## src/rtl/bcd_pkg.sv

```systemverilog
// Shared types and constants for the sequential binary-to-BCD converter.
package bcd_pkg;

  typedef enum logic [1:0] {
    IDLE    = 2'd0,
    CONVERT = 2'd1,
    DONE    = 2'd2
  } state_t;

  // A digit at or above the threshold gets the add-3 correction before the shift.
  localparam logic [3:0] BCD_ADJ_THRESH = 4'd5;
  localparam logic [3:0] BCD_ADJ_ADD    = 4'd3;

  // Digits needed for a width-bit unsigned value: ceil(width * log10(2)).
  // log10(2) is taken as 30103/100000, slightly high but exact for widths 1..32.
  function automatic int min_digits(input int width);
    return (width * 32'sd30103 + 32'sd99999) / 32'sd100000;
  endfunction

endpackage

```

## src/rtl/bcd_digit_adj.sv

```systemverilog
// One BCD digit correction cell: add 3 when the digit is 5 or more.
module bcd_digit_adj
  import bcd_pkg::*;
(
  input  logic [3:0] digit,
  output logic [3:0] digit_adj
);

  // Pre-shift correction; max input 9 gives 12, so 4 bits never overflow
  always_comb begin
    if (digit >= BCD_ADJ_THRESH) begin
      digit_adj = digit + BCD_ADJ_ADD;
    end else begin
      digit_adj = digit;
    end
  end

endmodule

```

## src/rtl/bin2bcd_seq_chk.sv

```systemverilog
// Elaboration-time parameter checks for bin2bcd_seq.
module bin2bcd_seq_chk
  import bcd_pkg::*;
#(
  parameter int WIDTH  = 8,
  parameter int DIGITS = 3
) ();

  if (WIDTH < 4 || WIDTH > 32) begin : g_width_bad
    $error("bin2bcd_seq: WIDTH must be within 4..32");
  end

  if (DIGITS < min_digits(WIDTH)) begin : g_digits_bad
    $error("bin2bcd_seq: DIGITS too small to hold 2**WIDTH-1");
  end

endmodule

```

## src/rtl/bin2bcd_seq.sv

```systemverilog
// Sequential double-dabble converter: one WIDTH-bit operand in, DIGITS packed
// BCD digits out, one shift-and-adjust iteration per clock.
module bin2bcd_seq
  import bcd_pkg::*;
#(
  parameter int WIDTH  = 8,
  parameter int DIGITS = 3
) (
  input  logic                  clk,
  input  logic                  rst_n,
  input  logic                  in_valid,
  output logic                  in_ready,
  input  logic [WIDTH-1:0]      in_bin,
  output logic                  out_valid,
  input  logic                  out_ready,
  output logic [4*DIGITS-1:0]   out_bcd,
  output logic                  busy
);

  localparam int BW = 4 * DIGITS;
  localparam int SW = BW + WIDTH;
  localparam int CW = $clog2(WIDTH);
  localparam logic [CW-1:0] CNT_LOAD = CW'(WIDTH - 1);
  localparam logic [CW-1:0] CNT_ONE  = {{(CW-1){1'b0}}, 1'b1};

  state_t          state_r;
  logic [SW-1:0]   sreg_r;
  logic [SW-1:0]   sreg_next_s;
  logic [CW-1:0]   cnt_r;
  logic [BW-1:0]   bcd_adj_s;
  logic [BW-1:0]   out_bcd_r;
  logic            in_ready_r;
  logic            out_valid_r;
  logic            busy_r;
  // The top digit never needs correction with enough DIGITS, so its MSB is
  // always zero and is shifted out.
  logic            unused_top_msb_s;

  bin2bcd_seq_chk #(
    .WIDTH  (WIDTH),
    .DIGITS (DIGITS)
  ) u_chk ();

  for (genvar k = 0; k < DIGITS; k++) begin : g_adj
    bcd_digit_adj u_adj (
      .digit     (sreg_r[WIDTH + 4*k +: 4]),
      .digit_adj (bcd_adj_s[4*k +: 4])
    );
  end

  // Shift the corrected BCD field and the remaining binary bits left by one
  always_comb begin
    sreg_next_s      = {bcd_adj_s[BW-2:0], sreg_r[WIDTH-1:0], 1'b0};
    unused_top_msb_s = bcd_adj_s[BW-1];
  end

  // Control FSM: operand load, iteration count, result capture, handshakes
  always_ff @(posedge clk or negedge rst_n) begin
    if (!rst_n) begin
      state_r     <= IDLE;
      sreg_r      <= {SW{1'b0}};
      cnt_r       <= {CW{1'b0}};
      out_bcd_r   <= {BW{1'b0}};
      in_ready_r  <= 1'b1;
      out_valid_r <= 1'b0;
      busy_r      <= 1'b0;
    end else begin
      case (state_r)
        IDLE: begin
          if (in_valid) begin
            sreg_r     <= {{BW{1'b0}}, in_bin};
            cnt_r      <= CNT_LOAD;
            state_r    <= CONVERT;
            in_ready_r <= 1'b0;
            busy_r     <= 1'b1;
          end else begin
            state_r <= IDLE;
          end
        end
        CONVERT: begin
          sreg_r <= sreg_next_s;
          if (cnt_r == {CW{1'b0}}) begin
            out_bcd_r   <= sreg_next_s[SW-1:WIDTH];
            out_valid_r <= 1'b1;
            state_r     <= DONE;
          end else begin
            cnt_r <= cnt_r - CNT_ONE;
          end
        end
        DONE: begin
          if (out_ready) begin
            state_r     <= IDLE;
            out_valid_r <= 1'b0;
            in_ready_r  <= 1'b1;
            busy_r      <= 1'b0;
          end else begin
            state_r <= DONE;
          end
        end
        default: begin
          state_r     <= IDLE;
          in_ready_r  <= 1'b1;
          out_valid_r <= 1'b0;
          busy_r      <= 1'b0;
        end
      endcase
    end
  end

  assign in_ready  = in_ready_r;
  assign out_valid = out_valid_r;
  assign out_bcd   = out_bcd_r;
  assign busy      = busy_r;

endmodule

```

## config.mk

```make
export PLATFORM = sky130hd
export DESIGN_NAME = bin2bcd_seq
export DESIGN_NICKNAME = d
export VERILOG_FILES = /design/src/rtl/bcd_pkg.sv /design/src/rtl/bcd_digit_adj.sv /design/src/rtl/bin2bcd_seq_chk.sv /design/src/rtl/bin2bcd_seq.sv
export SDC_FILE = /design/constraint.sdc
export NUM_CORES = 1
export LEC_CHECK = 0
export ABC_AREA = 1
export CAP_MARGIN = 20
export CORE_ASPECT_RATIO = 1.2
export CORE_MARGIN = 3
export CORE_UTILIZATION = 52
export DETAILED_ROUTE_END_ITERATION = 6
export MAX_ROUTING_LAYER = met4
export PLACE_DENSITY = 0.74
export SLEW_MARGIN = 20
export SYNTH_ARGS = -nofsm -noshare
export SYNTH_HDL_FRONTEND = slang
export SYNTH_HIERARCHICAL = 1
export SYNTH_SLANG_ARGS = --single-unit
```

## constraint.sdc

```tcl
create_clock -name clk -period 1.8 [get_ports clk]
set_input_delay 0.27 -clock clk [delete_from_list [all_inputs] [get_ports clk]]
set_output_delay 0.27 -clock clk [all_outputs]
set_load 0.1 [all_outputs]
```

==> flow_summary.yaml, run 1 <==
clock_tree:
  cts-root-buf: "clkbuf_8"
  path_clk_slew_ps: 70
  cts_buffers: 5
  cts_resized: 0
  hold_buffers: 0
  cts.sinks: 40
  clk_path_buf_depth: 2
  htreeDepth: 2
  insertion_delay_ps: 290
  post-cts-setup-buffers: 0
  cts_tree: "done"
timing:
  fin_hold_ws_ps: 28.0
  tightest_slew_ps: 498
  clock_skew_ps: 8.44
  fmax_ghz: 0.706
  setup_viol: 0
  slew_violations: 0
  finalCritPeriodShare: 0.787
  period_minus_slack_ps: 1420
  maxSlewHeadroom: 0.668
  rsz0062_at_grt: "no"
  tns_ps: 0
  finalHoldViolations: 0
floorplanning:
  io_pins: 27
  start_util: 0.553
  core-area_sq_um: 4040
  die_x_um: 65.8
  die_area_sq_um: 5120
  rows: 25
  fp.dieH_um: 77.8
detailed_routing:
  wirelength_um: 4070
  wl_per_cell_um: 11.8
  dr.pass1.iters: 4
  drc_errors: 0
  dr.first_iter.drc_count: 54
  via_per_inst: 4.92
  drtAntennaViolNets: 0
  via_count: 1701
layout:
  final_core_util: 0.639
  nets: 312
  syn_to_final_growth_pct: 15.5
  diodes: 0
  drive_gt1_frac: 0.260
  post-route-cell-area_sq_um: 2580
  fillCellCount: 351
setup_path:
  required_ps: 2020
  crit_path_start_kind: "register"
  critPathKind: "register to register"
  critPathArrivalTime_ps: 1630
  setup.worst_path.end_class: "register"
  rrSetupSlack_ps: 380
  cp_max_fo: 4
global_route:
  antenna_found_initial: 0
  grt_overflow_total: 0
  grt_pass1_wl_um: 7190
  first_global_vias: 1677
  grt_usage: 0.183
  grt_max_degree: 41
hold_path:
  min_path_type: "primary input to async pin"
placement:
  gp_congestion: 0.802
  io_buffers: 26
  dpl_cell_area_sq_um: 2500
  hpwl_um: 2900
run_status:
  status: "complete, no violations"
synth:
  yosysWarnings: 6
  synth_area_sq_um: 2230
  syn_inst: 262
  syn_nets: 282
  post_synth.cell_area_avg_sq_um: 8.52
job:
  maxCapViolations: 0
[sequential cells by signal (all words and copies together) (netlist names)]
signal	cells
sreg_r	20
state_r	2
in_ready	1
busy	1
out_valid	1
cnt_r	3
out_bcd	12
[stage by stage]
stage	setup slack [ps]	instances
2_1_floorplan	545	262
3_3_place_gp	417	339
3_5_place_dp	400	339
4_1_cts	398	346
5_1_grt	281	346
6_report	384	346
[final timing paths]
kind | startpoint | end | cells after the start
setup / recovery | sreg_r[13] | sreg_r[14] | 8
setup reg to reg | sreg_r[13] | sreg_r[14] | 8
min in group clk | sreg_r[7] | sreg_r[7] | 2
hold / removal | rst_n | out_bcd[4] | 2
hold reg to reg | sreg_r[7] | sreg_r[7] | 2
max in group asynchronous | rst_n | in_ready | 2
[per-layer routing]
metal | vias up | wire (um) | global-route usage
met4 | 0 | 38 | 0.0726
met1 | 799 | 1830 | 0.224
met3 | 4 | 121 | 0.0304
li1 | 868 | - | -
met5 | - | 0 | -
met2 | 30 | 2080 | 0.299
[layout make-up]
cell class                      count  area, sq um  area share
Inverter                           37          139      0.0539
Timing Repair Buffer               30          273       0.106
Sequential cell                    40         1000       0.389
Clock inverter                      1         5.00     0.00194
Clock buffer                        6         72.6      0.0281
Multi-Input combinational cell    178         1020       0.395
Tap cell                           54         67.6      0.0262
[placed cells by master, fill, tap and decap left out]
| cell | n |
|---|---|
| buf_4 | 17 |
| buf_12 | 2 |
| o21bai_1 | 1 |
| clkbuf_8 | 5 |
| nand2_8 | 1 |
| nor2_4 | 7 |
| clkbuf_1 | 1 |
| dfrtp_1 | 39 |
| o21ai_2 | 26 |
| nand3_1 | 14 |
| buf_2 | 1 |
| nand3_4 | 1 |
| clkdlybuf4s50_1 | 10 |
| o21ai_1 | 1 |
| inv_1 | 32 |
| inv_2 | 5 |
| a21oi_2 | 4 |
| clkinv_2 | 1 |
| dfstp_2 | 1 |
| nor2_1 | 9 |
| o21ai_0 | 7 |
| nand2_1 | 94 |
| nand2_4 | 1 |
| ha_1 | 8 |
| nand2_2 | 4 |
[critical path, stage by stage (launching register included)]
cell	delay, ps
dfrtp_1	410
inv_1	120
ha_1	240
nor2_4	70
nor2_4	160
nand2_1	80
o21ai_2	60
inv_1	80
o21ai_2	130
Power of run 1 is not shown: default switching activity piles up to over one toggle a cycle in this logic, so the estimate is an artifact.
==> run 2, diff against run 1 <==
--- a/config.mk
+++ b/config.mk
@@ -9,10 +9,10 @@
 export CAP_MARGIN = 20
 export CORE_ASPECT_RATIO = 1.2
 export CORE_MARGIN = 3
-export CORE_UTILIZATION = 52
+export CORE_UTILIZATION = 50
 export DETAILED_ROUTE_END_ITERATION = 6
 export MAX_ROUTING_LAYER = met4
-export PLACE_DENSITY = 0.74
+export PLACE_DENSITY = 0.75
 export SLEW_MARGIN = 20
 export SYNTH_ARGS = -nofsm -noshare
 export SYNTH_HDL_FRONTEND = slang
==> constraint.sdc (replaced) <==
create_clock -name clk -period 1.3 [get_ports clk]
set_input_delay 0.195 -clock clk [delete_from_list [all_inputs] [get_ports clk]]
set_output_delay 0.195 -clock clk [all_outputs]
set_load 0.1 [all_outputs]
==> flow_summary.yaml, run 2 (synthesized netlist as in run 1, its figures left out) <==
timing:
  finalHoldViolations: 0
  maxSlewHeadroom: 0.729
  slew_violations: 0
  tns_ps: 0
  clock_skew_ps: 2.10
  tightest_slew_ps: 407
  fmax_ghz: 0.776
  finalCritPeriodShare: 0.992
  rsz0062_at_grt: "yes"
  setup_viol: 0
  period_minus_slack_ps: 1290
detailed_routing:
  dr.first_iter.drc_count: 83
  wirelength_um: 4510
  drtAntennaViolNets: 0
  via_per_inst: 4.91
  via_count: 1798
  wl_per_cell_um: 12.3
  dr.pass1.iters: 4
  drc_errors: 0
layout:
  post-route-cell-area_sq_um: 3020
  layout_commonest_cell: "nand2_1"
  top_register: "sreg_r"
  layout_common_cells: "89 x nand2_1, 38 x dfrtp_1, 26 x o21ai_2"
  fillCellCount: 344
  nets: 329
  diodes: 0
  drive_gt1_frac: 0.387
  final_core_util: 0.702
  largest_reg_flops: 20
  syn_to_final_growth_pct: 35.1
setup_path:
  r2r-end: "sreg_r[14]"
  reg2reg_depth: 8
  critPathArrivalTime_ps: 1510
  required_ps: 1520
  critPathBufInv: 2
  crit_start: "sreg_r[12]"
  cp_max_fo: 4
  rrSetupSlack_ps: 10
  path_cells: "inv_2 -> ha_4 -> nor2_4 -> nor2_4 -> nand2_2 -> o21ai_2 -> inv_2 -> o21ai_2"
  critPathTopFamily: "flip-flops"
  critPathKind: "register to register"
  r2r-start: "sreg_r[12]"
  slowest_delay_ps: 440
  crit_path_start_kind: "register"
  critPathSlowestCell: "dfrtp_1"
  setup.worst_path.end_class: "register"
placement:
  hpwl_um: 3040
  io_buffers: 26
  gp_congestion: 0.857
  dpl_cell_area_sq_um: 2770
clock_tree:
  clk_path_buf_depth: 2
  htreeDepth: 2
  cts.sinks: 40
  path_clk_slew_ps: 70
  cts-root-buf: "clkbuf_8"
  cts_tree: "done"
  insertion_delay_ps: 290
  cts_buffers: 5
run_status:
  status: "complete, no violations"
floorplanning:
  die_x_um: 67.0
  rows: 26
  fp.dieH_um: 79.2
  start_util: 0.520
  io_pins: 27
  die_area_sq_um: 5310
  core-area_sq_um: 4290
hold_path:
  min_path_type: "primary input to async pin"
job:
  maxCapViolations: 0
global_route:
  grt_usage: 0.190
  antenna_found_initial: 0
  grt_pass1_wl_um: 7620
  first_global_vias: 1800
  grt_overflow_total: 0
  grt_max_degree: 27
[run 2: stage by stage]
stage,std cells,setup slack [ps],hold WS (ps)
final,366,10.6,364
after global routing,366,-43.7,373
after CTS,361,-2.13,366
after detailed placement,351,-49.0,151
after global placement,351,-3.63,146
after floorplan,262,45.5,-101
[run 2: routing by layer]
layer,share of wire,GRT usage,vias to the layer above
met5,0,-,-
met1,0.42,0.221,840
met4,0.012,0.0426,0
met3,0.037,0.0467,6
met2,0.53,0.328,39
li1,-,-,913
[run 2: worst max-delay path by stage]
| stage | to | slack [ps] | cells past startpoint |
|---|---|---|---|
| 6_report | sreg_r[14] | 10 | 8 |
| 2_1_floorplan | out_bcd[2] | 50 | 8 |
| 4_1_cts | sreg_r[10] | -2 | 9 |
| 5_1_grt | sreg_r[9] | -40 | 8 |
| 3_3_place_gp | out_bcd[2] | -4 | 8 |
| 3_5_place_dp | out_bcd[2] | -50 | 8 |
[run 2: final cells by class]
cell class	count	area, sq um	area share
Clock buffer	6	82.6	0.0274
Clock inverter	2	10.0	0.00332
Inverter	37	139	0.0461
Multi-Input combinational cell	179	1130	0.374
Sequential cell	40	1000	0.333
Tap cell	56	70.1	0.0232
Timing Repair Buffer	46	583	0.193
[run 2: timing repair]
action                     CTS  global route
setup buffers                1             4
pin swaps                    7            28
hold endpoints to repair    13             0
setup endpoints to repair   19            25
gates cloned                 0             1
hold buffers                 1             0
gates resized for setup     13            25
[run 2: worst register-to-register path: cells and delay by family (launching register included)]
kind / cells / cell delay [ps]
fa+ha+maj: 1 / 150
flops: 1 / 440
simple gates: 3 / 270
compound gates: 2 / 180
buf+inv: 2 / 190
Power of run 2 is left out for the same reason.
==> run 3, diff against run 2 <==
--- a/config.mk
+++ b/config.mk
@@ -5,14 +5,13 @@
 export SDC_FILE = /design/constraint.sdc
 export NUM_CORES = 1
 export LEC_CHECK = 0
-export ABC_AREA = 1
 export CAP_MARGIN = 20
 export CORE_ASPECT_RATIO = 1.2
 export CORE_MARGIN = 3
-export CORE_UTILIZATION = 50
+export CORE_UTILIZATION = 49
 export DETAILED_ROUTE_END_ITERATION = 6
 export MAX_ROUTING_LAYER = met4
-export PLACE_DENSITY = 0.75
+export PLACE_DENSITY = 0.74
 export SLEW_MARGIN = 20
 export SYNTH_ARGS = -nofsm -noshare
 export SYNTH_HDL_FRONTEND = slang
==> flow_summary.yaml, run 3 <==
run_status:
  status: "finished with violations"
  failed_checks: "setup timing"
timing:
  fin_hold_ws_ps: 351
  timing.final.ws_setup_ps: -194
  tightest_slew_ps: 403
  finalCritPeriodShare: 1.15
  period_minus_slack_ps: 1490
  clock_skew_ps: 7.02
  maxSlewHeadroom: 0.732
  setup_viol: 23
  finalHoldViolations: 0
  rsz0062_at_grt: "yes"
  slew_violations: 0
  fmax_ghz: 0.669
hold_path:
  min_path_type: "primary input to async pin"
setup_path:
  crit_path_start_kind: "register"
  reg2reg_depth: 5
  r2r-end: "out_bcd[1]"
  crit_start: "cnt_r[1]"
  critPathSlowestCell: "dfrtp_1"
  slowest_delay_ps: 410
  cp_max_fo: 7
  critPathKind: "register to register"
  path_depth: 5
  path_cells: "inv_2 -> ha_4 -> nor2b_4 -> and2_4 -> mux2_4"
  required_ps: 1480
  crit_end: "out_bcd[1]"
  rrSetupSlack_ps: -190
  setup.worst_path.end_class: "register"
  critPathBufInv: 1
  critPathArrivalTime_ps: 1670
  r2r-start: "cnt_r[1]"
  critPathTopFamily: "simple AND/OR/NAND/NOR gates"
layout:
  layout_common_cells: "37 x dfrtp_1, 28 x buf_4, 20 x nand2_1"
  diodes: 0
  syn_to_final_growth_pct: 56.9
  fillCellCount: 197
  nets: 256
  largest_reg_flops: 20
  top_register: "sreg_r"
  layout_commonest_cell: "dfrtp_1"
  drive_gt1_frac: 0.494
clock_tree:
  clk_path_buf_depth: 2
  htreeDepth: 2
  cts-root-buf: "clkbuf_8"
  cts_tree: "done"
  path_clk_slew_ps: 80
  cts_buffers: 5
  insertion_delay_ps: 300
  cts.sinks: 40
detailed_routing:
  wl_per_cell_um: 18.6
  wirelength_um: 5370
  via_count: 1594
  drtAntennaViolNets: 0
  dr.pass1.iters: 4
  drc_errors: 0
  dr.first_iter.drc_count: 82
  via_per_inst: 5.52
floorplanning:
  die_area_sq_um: 4820
  die_x_um: 63.9
  io_pins: 27
  rows: 24
  start_util: 0.525
  fp.dieH_um: 75.5
  core-area_sq_um: 3750
global_route:
  use_met1: 0.238
  grt_max_degree: 23
  busiest_layer: "met2"
  grt_pass1_wl_um: 7470
  grt_overflow_total: 0
  antenna_found_initial: 0
  grt.met2_usage: 0.372
  met3_usage: 0.0487
  first_global_vias: 1656
  grt_usage: 0.213
synth:
  syn_inst: 170
  post_synth.cell_area_avg_sq_um: 11.6
  syn_nets: 190
  yosysWarnings: 6
  synth_area_sq_um: 1970
placement:
  io_buffers: 26
  gp_congestion: 0.821
  hpwl_um: 3070
job:
  maxCapViolations: 0
run 3: timing repair:
item | in CTS | in global routing
hold buffers | 1 | 0
hold endpoints to repair | 14 | 0
setup buffers | 7 | 12
pin swaps | 10 | 17
resized for setup | 32 | 30
cloned | 1 | 2
setup endpoints to repair | 26 | 35
run 3: final cells by class:
class                      count  area [sq um]  area share
multi-input combinational    114          1100       0.356
sequential                    40          1000       0.325
timing repair buffer          66           795       0.257
clock buffer                   6          82.6      0.0267
tap                           52          65.1      0.0210
inverter                       9          33.8      0.0109
clock inverter                 2          10.0     0.00324
run 3: worst min path at each step:
stage	startpoint	end	slack [ps]	cells after the start
2_1_floorplan	rst_n	busy	-100	0
3_3_place_gp	rst_n	out_bcd[5]	130	1
3_5_place_dp	rst_n	out_bcd[7]	140	1
4_1_cts	rst_n	out_bcd[7]	360	2
5_1_grt	rst_n	sreg_r[15]	380	2
6_report	rst_n	out_bcd[7]	350	2
run 3: per-stage QoR:
stage	area, sq um	cells	util	setup WS [ps]	TNS (ps)
2_1_floorplan	2020	170	-	-185	-1870
3_3_place_gp	2580	260	0.689	-167	-2430
3_5_place_dp	2580	260	0.689	-258	-3880
4_1_cts	2870	276	0.765	-147	-1870
5_1_grt	3090	289	0.824	-239	-4040
6_report	3090	289	0.824	-194	-2830
run 3: layer usage:
layer	wire (um)	vias to the layer above
li1	-	726
met2	2890	42
met5	0	-
met4	108	0
met3	168	8
met1	2200	818
Power of run 3 is left out for the same reason.
